File: src/rtl/topk_merge_32.sv
// rtl/topk_merge_32.sv - running top-K accumulator over sorted vectors
// Merges each beat's K largest into the best list, one element per cycle.
module topk_merge_32 #(
  parameter int DATAWIDTH  = 8,
  parameter int DATALENGTH = 32,
  parameter int K          = 8
) (
  input  logic                                 clk_i,
  input  logic                                 rst_i,
  input  logic                                 valid_i,
  output logic                                 ready_o,
  input  logic                                 sign_ctrl_i,
  input  logic                                 last_i,
  input  logic [DATALENGTH-1:0][DATAWIDTH-1:0] x_i,
  output logic                                 valid_o,
  input  logic                                 ready_i,
  output logic [K-1:0][DATAWIDTH-1:0]          y_o,
  output logic [15:0]                          frame_beats_o
);

  localparam int PW = (K > 1) ? $clog2(K) : 1;
  localparam logic [PW-1:0] JLAST = PW'(K - 1);

  typedef enum logic [1:0] {S_IDLE, S_MERGE, S_OUT} state_e;
  typedef logic [K-1:0][DATAWIDTH-1:0] vec_t;

  if (K < 1 || K > DATALENGTH) begin : g_bad_k
    $error("topk_merge_32: K must be in 1..DATALENGTH");
  end

  state_e          state_q, state_d;
  vec_t            best_q, best_d, cand_q, cand_d, nxt_q, nxt_d, ext;
  logic            first_q, first_d, last_q, last_d;
  logic [PW-1:0]   pa_q, pa_d, pb_q, pb_d, j_q, j_d;
  logic [15:0]     beats_q, beats_d;
  logic            take_best;
  logic [DATAWIDTH-1:0] pick;

  // Largest K elements, largest first, regardless of input order.
  for (genvar n = 0; n < K; n++) begin : g_ext
    assign ext[n] = sign_ctrl_i ? x_i[n] : x_i[DATALENGTH-1-n];
  end

  assign take_best = best_q[pa_q] >= cand_q[pb_q];
  assign pick      = take_best ? best_q[pa_q] : cand_q[pb_q];

  always_comb begin
    state_d = state_q;
    best_d  = best_q;
    cand_d  = cand_q;
    nxt_d   = nxt_q;
    first_d = first_q;
    last_d  = last_q;
    pa_d    = pa_q;
    pb_d    = pb_q;
    j_d     = j_q;
    beats_d = beats_q;
    case (state_q)
      S_IDLE: begin
        if (valid_i) begin
          last_d = last_i;
          if (first_q) begin
            best_d  = ext;
            beats_d = 16'd1;
            first_d = 1'b0;
            state_d = last_i ? S_OUT : S_IDLE;
          end else begin
            cand_d  = ext;
            pa_d    = '0;
            pb_d    = '0;
            j_d     = '0;
            beats_d = (beats_q == 16'hFFFF) ? beats_q : beats_q + 16'd1;
            state_d = S_MERGE;
          end
        end
      end
      S_MERGE: begin
        nxt_d[j_q] = pick;
        if (take_best) pa_d = pa_q + PW'(1);
        else           pb_d = pb_q + PW'(1);
        if (j_q == JLAST) begin
          best_d  = nxt_d;
          state_d = last_q ? S_OUT : S_IDLE;
        end else begin
          j_d = j_q + PW'(1);
        end
      end
      S_OUT: begin
        if (ready_i) begin
          state_d = S_IDLE;
          first_d = 1'b1;
        end
      end
      default: state_d = S_IDLE;
    endcase
  end

  always_ff @(posedge clk_i) begin
    if (rst_i) begin
      state_q <= S_IDLE;
      best_q  <= '0;
      cand_q  <= '0;
      nxt_q   <= '0;
      first_q <= 1'b1;
      last_q  <= 1'b0;
      pa_q    <= '0;
      pb_q    <= '0;
      j_q     <= '0;
      beats_q <= '0;
    end else begin
      state_q <= state_d;
      best_q  <= best_d;
      cand_q  <= cand_d;
      nxt_q   <= nxt_d;
      first_q <= first_d;
      last_q  <= last_d;
      pa_q    <= pa_d;
      pb_q    <= pb_d;
      j_q     <= j_d;
      beats_q <= beats_d;
    end
  end

  assign ready_o       = (state_q == S_IDLE);
  assign valid_o       = (state_q == S_OUT);
  assign y_o           = best_q;
  assign frame_beats_o = beats_q;

endmodule

File: config.mk
export PLATFORM = sky130hd
export DESIGN_NAME = topk_merge_32
export DESIGN_NICKNAME = d
export VERILOG_FILES = /design/src/rtl/topk_merge_32.sv
export SDC_FILE = /design/constraint.sdc
export NUM_CORES = 1
export LEC_CHECK = 0
export CAP_MARGIN = 5
export CELL_PAD_IN_SITES_DETAIL_PLACEMENT = 1
export CELL_PAD_IN_SITES_GLOBAL_PLACEMENT = 2
export CORE_AREA = 2 2 182 255
export DETAILED_ROUTE_END_ITERATION = 10
export DIE_AREA = 0 0 184 257
export HOLD_SLACK_MARGIN = 0.12
export PLACE_DENSITY_LB_ADDON = 0.1
export SLEW_MARGIN = 10
export SYNTH_ARGS = -nofsm -noshare
export SYNTH_HDL_FRONTEND = slang
export SYNTH_SLANG_ARGS = --single-unit
export TNS_END_PERCENT = 20
File: constraint.sdc
create_clock -name clk_i -period 6.8 [get_ports clk_i]
set_clock_uncertainty 0.15 [all_clocks]
set_input_delay 1.36 -clock clk_i [delete_from_list [all_inputs] [get_ports clk_i]]
set_output_delay 1.36 -clock clk_i [all_outputs]
set_load 0.005 [all_outputs]
=== Yosys cells after proc, flatten, opt, wreduce, memory -nomap -nowiden ===
Cells that the tools add are included.

* Register bits after elaboration: 221
* Latch bits: 0
* Memory bits (writable): 0
* Memory bits (read-only): 0
* Logic and storage cells: 107
* Memories kept: 0

* Add/subtract/negate cells: 4
* Multipliers: 0
* Divide/modulo/power cells: 0
* Magnitude comparators: 5
* Eq/ne operators: 13
* Shift-type cells: 0
* Muxes and demuxes: 40
* Bitwise operators: 1
* Reductions and logical operators: 13

{| class="wikitable"
|+ Operators by type and width
! kind !! number
|-
| $mux W64 || 3
|-
| $pmux W64 S2 || 1
|-
| $mux W8 || 12
|-
| $bwmux W64 || 1
|-
| $bmux W8 S3 || 2
|-
| $mux W16 || 2
|-
| $demux W8 S3 || 1
|-
| $pmux W3 S2 || 3
|-
| $add A16 B1 Y16 const B || 1
|-
| $eq A16 B16 Y1 const B || 1
|-
| $reduce_and A4 Y1 || 4
|-
| $mux W3 || 5
|-
| $ne A2 B2 Y1 const B || 7
|-
| $lt A3 B4 Y1 const B || 3
|-
| $mux W2 || 6
|-
| $reduce_and A3 Y1 || 4
|-
| $add A3 B1 Y3 const B || 3
|-
| $ge A8 B8 Y1 || 1
|-
| $pmux W2 S3 || 1
|-
| $ne A2 B1 Y1 const B || 2
|-
| $reduce_bool A2 Y1 || 2
|-
| $eq A3 B3 Y1 const B || 1
|-
| $ge A3 B1 Y1 const B || 1
|-
| $eq A2 B1 Y1 const B || 1
|-
| other kinds (7) || 8
|}

=== Depth between registers and ports, before layout ===
Gate-level depths: netlist of the first run.

* Word-level depth: 7
* Mapped depth: 15

=== Worst setup path before layout of the first run ===
Ideal clock, no wire load.

* Path kind: register to register
* Start: reg pb_q[0]
* End: reg pb_q[0]
* Library setup time: 121 ps
* Arrival: 3,236 ps
* Required time: 6,529 ps
* Setup slack: 3,294 ps
* Cell stages (with the launch flop): 14
* Path buffers: 4
* Clock period less this slack: 3,506 ps
* Cell sequence: dfxtp_1 > buf_6 > buf_12 > mux4_2 > mux2i_4 > buf_6 > inv_1 > ha_1 > nand2b_1 > a2111oi_4 > o21ai_2 > buf_2 > a21oi_2 > mux2_2

* Word-level cells in the longest chain between the ends: 5

{| class="wikitable"
|+ Ends and longest elaborated chain
! what !! line !! RTL
|-
| start: declaration || 34 || <nowiki>logic [PW-1:0] pa_q, pa_d, pb_q, pb_d, j_q, j_d;</nowiki>
|-
| start signal: assignment || 118 || <nowiki>pb_q <= pb_d;</nowiki>
|-
| $bmux W8 S3 || 44 || <nowiki>assign take_best = best_q[pa_q] >= cand_q[pb_q];</nowiki>
|-
| $mux W8 (not written as such) || 44 ||
|-
| $ge A8 B8 Y1 || 44 ||
|-
| $ne A2 B2 Y1 (no line) || -- ||
|-
| $reduce_and A4 Y1 (no line) || -- ||
|}

Several ways; a longest one is shown, not always the timed one. The select of a mux whose other input is x is not followed.
A chain may end at the register's enable or synchronous reset.

=== Worst setup path after layout of the first run ===
* Start: reg pa_q[1]
* End: reg nxt_q[10] (netlist name)

* Word-level cells in the longest chain between the ends: 5

{| class="wikitable"
|+ Ends and longest elaborated chain
! what !! line !! RTL
|-
| start: declaration || 34 ||
|-
| start signal: assignment || 117 || <nowiki>pa_q <= pa_d;</nowiki>
|-
| $bmux W8 S3 (*) || 44, 45 ||
|-
| $mux W8 (not written as such) (*) || 44, 45 ||
|-
| $ge A8 B8 Y1 || 44 ||
|-
| $mux W8 (*) || 45 || <nowiki>assign pick = take_best ? best_q[pa_q] : cand_q[pb_q];</nowiki>
|-
| $bwmux W64 (*) || 78 || <nowiki>nxt_d[j_q] = pick;</nowiki>
|-
| end signal: assignment || 114 || <nowiki>nxt_q <= nxt_d;</nowiki>
|-
| end: declaration || 32 || <nowiki>vec_t best_q, best_d, cand_q, cand_d, nxt_q, nxt_d, ext;</nowiki>
|}

Mark *: on every way between the ends. The rest lies on a longest branch, timed or not. The select of a mux whose other input is x is not followed.

==> results of run 1 <==
## cells by family (layout without fill, tap and decap cells)
family / after synthesis / in the layout
mux: 121 / 121
flops: 221 / 221
buf+inv: 283 / 381
fa+ha+maj: 13 / 13
other cells: 0 / 1
xor+xnor: 10 / 10
simple gates: 488 / 488
compound gates: 546 / 546
## power groups by stage
stage / combinational, W / sequential (W) / clock (W)
after global routing: 0.00146 / 0.00146 / 0.00151
final: 0.00138 / 0.00145 / 0.00143
after global placement: 0.00135 / 0.00148 / 0
after floorplan: 0.000806 / 0.00145 / 0
after CTS: 0.00137 / 0.00146 / 0.00146
after detailed placement: 0.00137 / 0.00148 / 0
## state kept, by name, summed over array words and instances, names as in the netlist
name and cells:
pb_q 3, first_q 1, pa_q 3, state_q 2, nxt_q 64, frame_beats_o 16, cand_q 64, j_q 3
y_o 64, last_q 1
## cells in the mapped netlist, drive strengths merged, types with 2 or more instances
cell | instances | area share
dfxtp | 221 | 0.31
nor2b | 4 | 0.0018
buf | 101 | 0.043
mux2i | 88 | 0.075
a2111oi | 130 | 0.083
nor4 | 25 | 0.011
a21oi | 14 | 0.0052
nand2 | 33 | 0.0087
o21ai | 114 | 0.040
nor3b | 2 | 0.0018
and2 | 2 | 0.00088
o21a | 6 | 0.0032
mux4 | 32 | 0.052
o311ai | 13 | 0.0080
nand3b | 4 | 0.0021
nand3 | 184 | 0.065
a211o | 68 | 0.042
or3 | 3 | 0.0013
nand2b | 5 | 0.0022
a211oi | 132 | 0.069
nor2 | 163 | 0.043
and4 | 2 | 0.0012
inv | 78 | 0.021
nand4 | 9 | 0.0039
ha | 13 | 0.011
and3 | 2 | 0.00088
o31ai | 2 | 0.0011
o211ai | 20 | 0.011
xnor2 | 10 | 0.0061
clkbuf | 104 | 0.027
a311oi | 34 | 0.021
a21o | 9 | 0.0047
nor3 | 39 | 0.014
or3b | 8 | 0.0049
## stage by stage
stage	instances	area (um2)	util	hold slack (ns)	setup WS, ns
floorplan	1682	14270	-	0.3043	3.294
global placement	2299	16510	0.3677	0.3136	1.961
detailed placement	2299	16510	0.3677	0.3291	1.922
CTS	2344	17340	0.3863	0.3430	1.922
global route	2345	17350	0.3864	0.3601	1.723
finish	2345	17350	0.3864	0.3402	1.900
## placed cells by master (no fill, tap or decap), types with 15 or more instances in the layout
master,netlist,final
nand2_1,33,32
mux4_2,26,26
buf_4,10,43
mux2i_4,15,15
nor2_1,163,163
mux2i_1,73,73
o21ai_0,79,79
nand3_1,183,183
nor3_1,37,37
o21ai_1,34,34
clkbuf_16,0,27
o211ai_1,20,20
a2111oi_0,118,118
clkdlybuf4s50_1,0,213
a211o_1,68,68
a311oi_1,34,34
dfxtp_1,221,221
inv_1,75,74
nor4_1,25,25
a211oi_1,132,132
## critical path, stage by stage (launching register included)
cell and delay, ns:
dfxtp_1 0.68, buf_4 0.26, mux4_2 0.55, mux2i_1 0.55, inv_1 0.37, ha_1 0.43
a2111oi_4 0.10, o21ai_4 0.17, buf_4 0.52, buf_4 0.59, a211o_1 0.22, o311ai_1 0.09
## area by class of cell
class                   count  area, um2
fillers                  5185      27550
multi-input cells        1178       8594
flip-flops and latches    221       4424
repair buffers            258       2489
clock buffers              44      829.5
well taps                 564      705.7
inverters                  78      292.8
clock inverters             1      7.507
diodes                      1      2.502
## routing by layer
| layer | global-route usage | up-vias |
|---|---|---|
| li1 | - | 6658 |
| met5 | 0 | - |
| met4 | 0.08556 | 0 |
| met1 | 0.3500 | 7144 |
| met2 | 0.4194 | 402 |
| met3 | 0.02760 | 77 |
## worst max path at each step
stage | startpoint | to | slack, ns | cells after the start
3_3_place_gp | pa_q[1] | nxt_q[4] | 1.96 | 11
4_1_cts | pa_q[1] | nxt_q[62] | 1.92 | 10
2_1_floorplan | pb_q[0] | pb_q[0] | 3.29 | 13
6_report | pa_q[1] | nxt_q[10] | 1.90 | 11
5_1_grt | pa_q[1] | nxt_q[62] | 1.72 | 10
3_5_place_dp | pa_q[1] | nxt_q[11] | 1.92 | 11
==> impl_results.md, run 1 <==
- Status: completed
- Global route overflow: 0
- Critical path class: reg -> reg
- Synth Area in XOR/XNOR: 0.006138
- Power per cell area: ~250 mW/mm2
- Finish-stage setup viols: 0
- Post-Synthesis Net Count: ~2000
- Placer's final routability congestion estimate: 0.8272
- DR iter-0 viols: 1208
- Post-Route M1 WL: 28390 um
- Die Y: approximately 260 um
- Tcrit/Tclk final: 0.7206
- Gr usage total: 0.2561
- Setup Buffers After CTS: 0
- Worst R2R Start: pa_q[1]
- Worst path required time: 7.06 ns
- Crit path launch type: flip-flop
- CTS tree: yes
- Layout net count: slightly above 2000
- CTS Sinks: 221
- Worst Path Arrival: between 5 and 6 ns
- Clk_lat worst skew: approximately 0.56 ns
- Tmin final: 4.900 ns
- Total power: around 0.0043 W
- Met3 Wirelength: 2929 um
- Clock power share: 0.336
- VDD IR max: roughly 0.00020 V
- Asr flop ratio synth: 0
- Per-cell routed wire length: 26.69 um
- Layout cell share with drive strength beyond 1: 0.08146
- Largest net degree at the start of global routing: 115
- DR pass1 iterations: 5
- FF+latch count, synth: about 220
- Clock root cell: clkbuf_16
- DP Wirelength: about 42000 um
- Power share of the combinational group: 0.323
- Hold Crit Depth: 2
- R2R setup slack: 1.90 ns
- Vias: 14281
- Unrepaired setup endpoints after global routing: false
- Die width: 184 um
- Total die area: 0.04729 mm2
- CTS clock-pin slew for the worst setup and hold paths: about 0.060 ns
- Hold Startpoint: nxt_q[59]
- Cell count after synthesis: approximately 1700
- WHS Endpoint: nxt_q[59]
- First-pass GRT wire length: approximately 90000 um
- Slew HR: 0.1986
- H-tree levels: 1
- Remaining DRCs: 0
- Met2 Routed Length: between 20000 and 30000 um
- Avg Cell Area, Syn: 8.484 um2
- Io pins: 344
- Vias per std cell: 6.090
- Complex-gate fraction of the synthesized area: 0.2900
- ANT nets after route: 0
- Port Buffers: roughly 220
- Max Used Layer: met4
- Final Hold Fails: 0
- Area grow syn2layout: 21.55%
- Max Slew Vio Count: 0
- Adder-cell share of the synthesized area: 0.01140
- Most common flop cell mapped by yosys: dfxtp_1
- Initial antenna violation count: 1
- Net Sw Frac: 0.3901
- Simple-Gate Fraction of Synth Area: 0.1643
- Int Pwr: 0.002602 W
- Post-synth EDFFs: 0
- Seq pwr share: 0.341
- Reg2Reg Depth: 11
- Least-Margin Pin Slew: between 1 and 1.5 ns
- CP Max Fanout: 45
- Netlist cell types: 58
- Psw: 0.001664 W
- R2r endpoint: nxt_q[10]
- Number of buffers created by CTS: 27
- Largest family of logic cells by synthesized area: compound AO/OA/AOI/OAI gates
- Initial Utilization: 0.3179
- Fmax: ~200 MHz
- Max-cap violations: 0
- Leakage: approximately 5.7 nW
- CORE AREA: around 0.045 mm2
- # hold bufs at CTS: 0
- CTS resizes: 0
- Post-synthesis sequential area ratio: 0.3100
- Setup TNS: 0 ns
- YS warnings: 0
- Final wirelength: 62590 um
- Crit end category: flip-flop
- Cell Rows: 92
- Vias in the first global route: approximately 14000
- Type of the worst min-delay path: reg -> reg
- Clock buffer depth: 3
- Mux contribution to synthesized area: 0.1278
- Synthesized area: around 0.014 mm2
(Power assumes the default switching activity.)
==> inputs of run 2 (changes only) <==
--- a/config.mk
+++ b/config.mk
@@ -8,9 +8,9 @@
 export CAP_MARGIN = 5
 export CELL_PAD_IN_SITES_DETAIL_PLACEMENT = 1
 export CELL_PAD_IN_SITES_GLOBAL_PLACEMENT = 2
-export CORE_AREA = 2 2 182 255
+export CORE_AREA = 2 2 188 264
 export DETAILED_ROUTE_END_ITERATION = 10
-export DIE_AREA = 0 0 184 257
+export DIE_AREA = 0 0 190 266
 export HOLD_SLACK_MARGIN = 0.12
 export PLACE_DENSITY_LB_ADDON = 0.1
 export SLEW_MARGIN = 10
==> constraint.sdc (replaced) <==
create_clock -name clk_i -period 4.9 [get_ports clk_i]
set_clock_uncertainty 0.15 [all_clocks]
set_input_delay 0.98 -clock clk_i [delete_from_list [all_inputs] [get_ports clk_i]]
set_output_delay 0.98 -clock clk_i [all_outputs]
set_load 0.005 [all_outputs]
==> run 2 against run 1 <==
Setup slack got worse by 1.1 ns. Combinational power is 50% higher. First-iteration DRC count down 17%. Non-clock buffer count is 19 higher. Via count is 0.44% higher. Critical path type unchanged. Clock-buffer cell count fell by 5.
==> impl_results.md, run 2 (synthesis gave the netlist of run 1 again) <==
- Status: completed
- Leakage: 5.850 nW (+3.3%)
- Fillers: 5558 (+7.2%)
- VDD IR max: 0.0002307 V (+15%)
- Worst path required time: 5.24 ns (-1.82 ns)
- Met3 Wirelength: 3124 um (+6.7%)
- Largest net degree at the start of global routing: 117 (+1.7%)
- Slowest CP cell: dfxtp_1
- Worst Path Arrival: 4.44 ns (-0.72 ns)
- First-pass GRT wire length: 95480 um (+3.2%)
- Cell breakdown of the critical path: buf_4, mux4_2, mux2i_4, inv_1, ha_1, a2111oi_2, o21ai_4, buf_12, a2111oi_1, or3b_1
- Die width: 190 um (+3.3%)
- Layout cell share with drive strength beyond 1: 0.09595 (+0.01449)
- Die Y: 266 um (+3.5%)
- CORE AREA: 0.04841 mm2 (+7.8%)
- Finish-stage setup viols: 0 (unchanged)
- Post-place setup slack: 0.8395 ns (-1.082 ns)
- Max Slew Vio Count: 0 (unchanged)
- DP Wirelength: 43920 um (+4.1%)
- Vias in the first global route: 14428 (+0.27%)
- DR iter-0 viols: 1006 (-17%)
- Crit end category: flip-flop
- # hold bufs at CTS: 0 (unchanged)
- CTS tree: yes
- Leading cell types in the layout, fill and taps excluded: dfxtp_1, clkdlybuf4s50_1, nand3_1, nor2_1, a211oi_1
- CTS Sinks: 221 (unchanged)
- Least-Margin Pin Slew: 1.109 ns (-0.09305 ns)
- CP Max Fanout: 38 (-16%)
- Met2 Routed Length: 29860 um (+2.0%)
- CTS resizes: 0 (unchanged)
- Post-Route M1 WL: 29770 um (+4.9%)
- Initial antenna violation count: 0 (-1)
- Commonest non-fill, non-tap cell in the layout: dfxtp_1
- Slew HR: 0.2579 (+0.05930)
- Remaining DRCs: 0 (unchanged)
- Crit path launch type: flip-flop
- Power per cell area: 346.9 mW/mm2 (+41%)
- Io pins: 344 (unchanged)
- Layout net count: 2058 (+0.93%)
- Number of buffers created by CTS: 27 (unchanged)
- Clk_lat worst skew: 0.55 ns (about the same)
- Vias: 14344 (+0.44%)
- Total die area: 0.05054 mm2 (+6.9%)
- Non-filler cells in the finished layout: 2440 (+4.1%)
- Setup TNS: 0 ns (unchanged)
- DR pass1 iterations: 4 (-1)
- Per-cell routed wire length: 26.40 um (-1.1%)
- Fmax: 244.4 MHz (+20%)
- Setup Buffers After CTS: 0 (unchanged)
- Total power: 0.006174 W (+45%)
- Clock root cell: clkbuf_16
- CTS clock-pin slew for the worst setup and hold paths: 0.07 ns (about the same)
- Gr usage total: 0.2479 (-0.008115)
- Area grow syn2layout: 24.72%
- Clock buffer depth: 3 (unchanged)
- Diode count: 0 (-1)
- Bufs and invs on worst path: 3 (-1)
- H-tree levels: 1 (unchanged)
- Vias per std cell: 5.879 (-3.5%)
- Final WS setup: 0.8079 ns (-1.092 ns)
- Max incr delay on CP: 0.80 ns (+0.12 ns)
- Port Buffers: 215 (unchanged)
- Worst hold slack: 0.3360 ns (-0.004260 ns)
- Tmin final: 4.092 ns (-0.8078 ns)
- Final Hold Fails: 0 (unchanged)
- Type of the worst min-delay path: reg -> reg
- Unrepaired setup endpoints after global routing: false
- Cell Rows: 96 (+4.3%)
- Final wirelength: 64420 um (+2.9%)
- Initial Utilization: 0.2948 (-0.02307)
- Tcrit/Tclk final: 0.8351 (+0.1146)
- Largest delay contributor family on the critical path: compound AO/OA/AOI/OAI gates
- Placer's final routability congestion estimate: 0.7704 (-6.9%)
- Max Used Layer: met4
- Critical path class: reg -> reg
- Global route overflow: 0 (unchanged)
- ANT nets after route: 0 (unchanged)
- Placed instance count: 2391 (+4.0%)
- Max-cap violations: 0 (unchanged)
## run 2: changes by cell type in the layout (fill, tap and decap cells not counted), sizes merged
cell / before / now
clkinv: 0 / 6
buf: 44 / 63
clkinvlp: 1 / 2
clkbuf: 45 / 40
diode: 1 / 0
bufinv: 0 / 2
## run 2: stage by stage
| stage | util | cell area (um2) |
|---|---|---|
| final | 0.3677 | 17800 |
| after CTS | 0.3677 | 17800 |
| after global routing | 0.3677 | 17800 |
| after global placement | 0.3492 | 16900 |
| after floorplan | - | 14270 |
| after detailed placement | 0.3492 | 16900 |
## run 2: metal layers
| layer | GRT usage | vias to the layer above |
|---|---|---|
| li1 | - | 6719 |
| met1 | 0.3436 | 7192 |
| met2 | 0.4018 | 365 |
| met3 | 0.03372 | 68 |
| met4 | 0.06893 | 0 |
| met5 | 0 | - |
## run 2: where the power goes
| part | switching, W | leakage (nW) | internal [W] |
|---|---|---|---|
| clock | 0.000869 | 0.441 | 0.00122 |
| combinational | 0.00139 | 3.61 | 0.000678 |
| sequential | 0.000107 | 1.80 | 0.00191 |
| total | 0.00237 | 5.85 | 0.00381 |
## run 2: cell type report
cell class	count	area (um2)	area share
clock buffer	39	790.8	0.04443
clock inverter	10	105.1	0.005906
multi-input combinational	1178	8606	0.4835
tap	637	797.0	0.04478
inverter	78	292.8	0.01645
timing repair buffer	277	2781	0.1563
sequential	221	4424	0.2486
## run 2: worst paths after layout
check,start,endpoint,slack (ns),cells past startpoint
max reg2reg,pa_q[1],y_o[57],0.81,10
min,nxt_q[4],nxt_q[4],0.34,2
min reg2reg,nxt_q[4],nxt_q[4],0.34,2
max,pa_q[1],y_o[57],0.81,10
## run 2: worst reg2reg max path, delay by kind of cell, from the launching register on
kind	cells	cell delay (ns)
AO/OA/AOI/OAI	3	1.21
adder cells (fa/ha/maj)	1	0.31
buffers and inverters	3	0.82
multiplexers	2	0.57
AND/OR/NAND/NOR	1	0.18
flip-flops	1	0.80
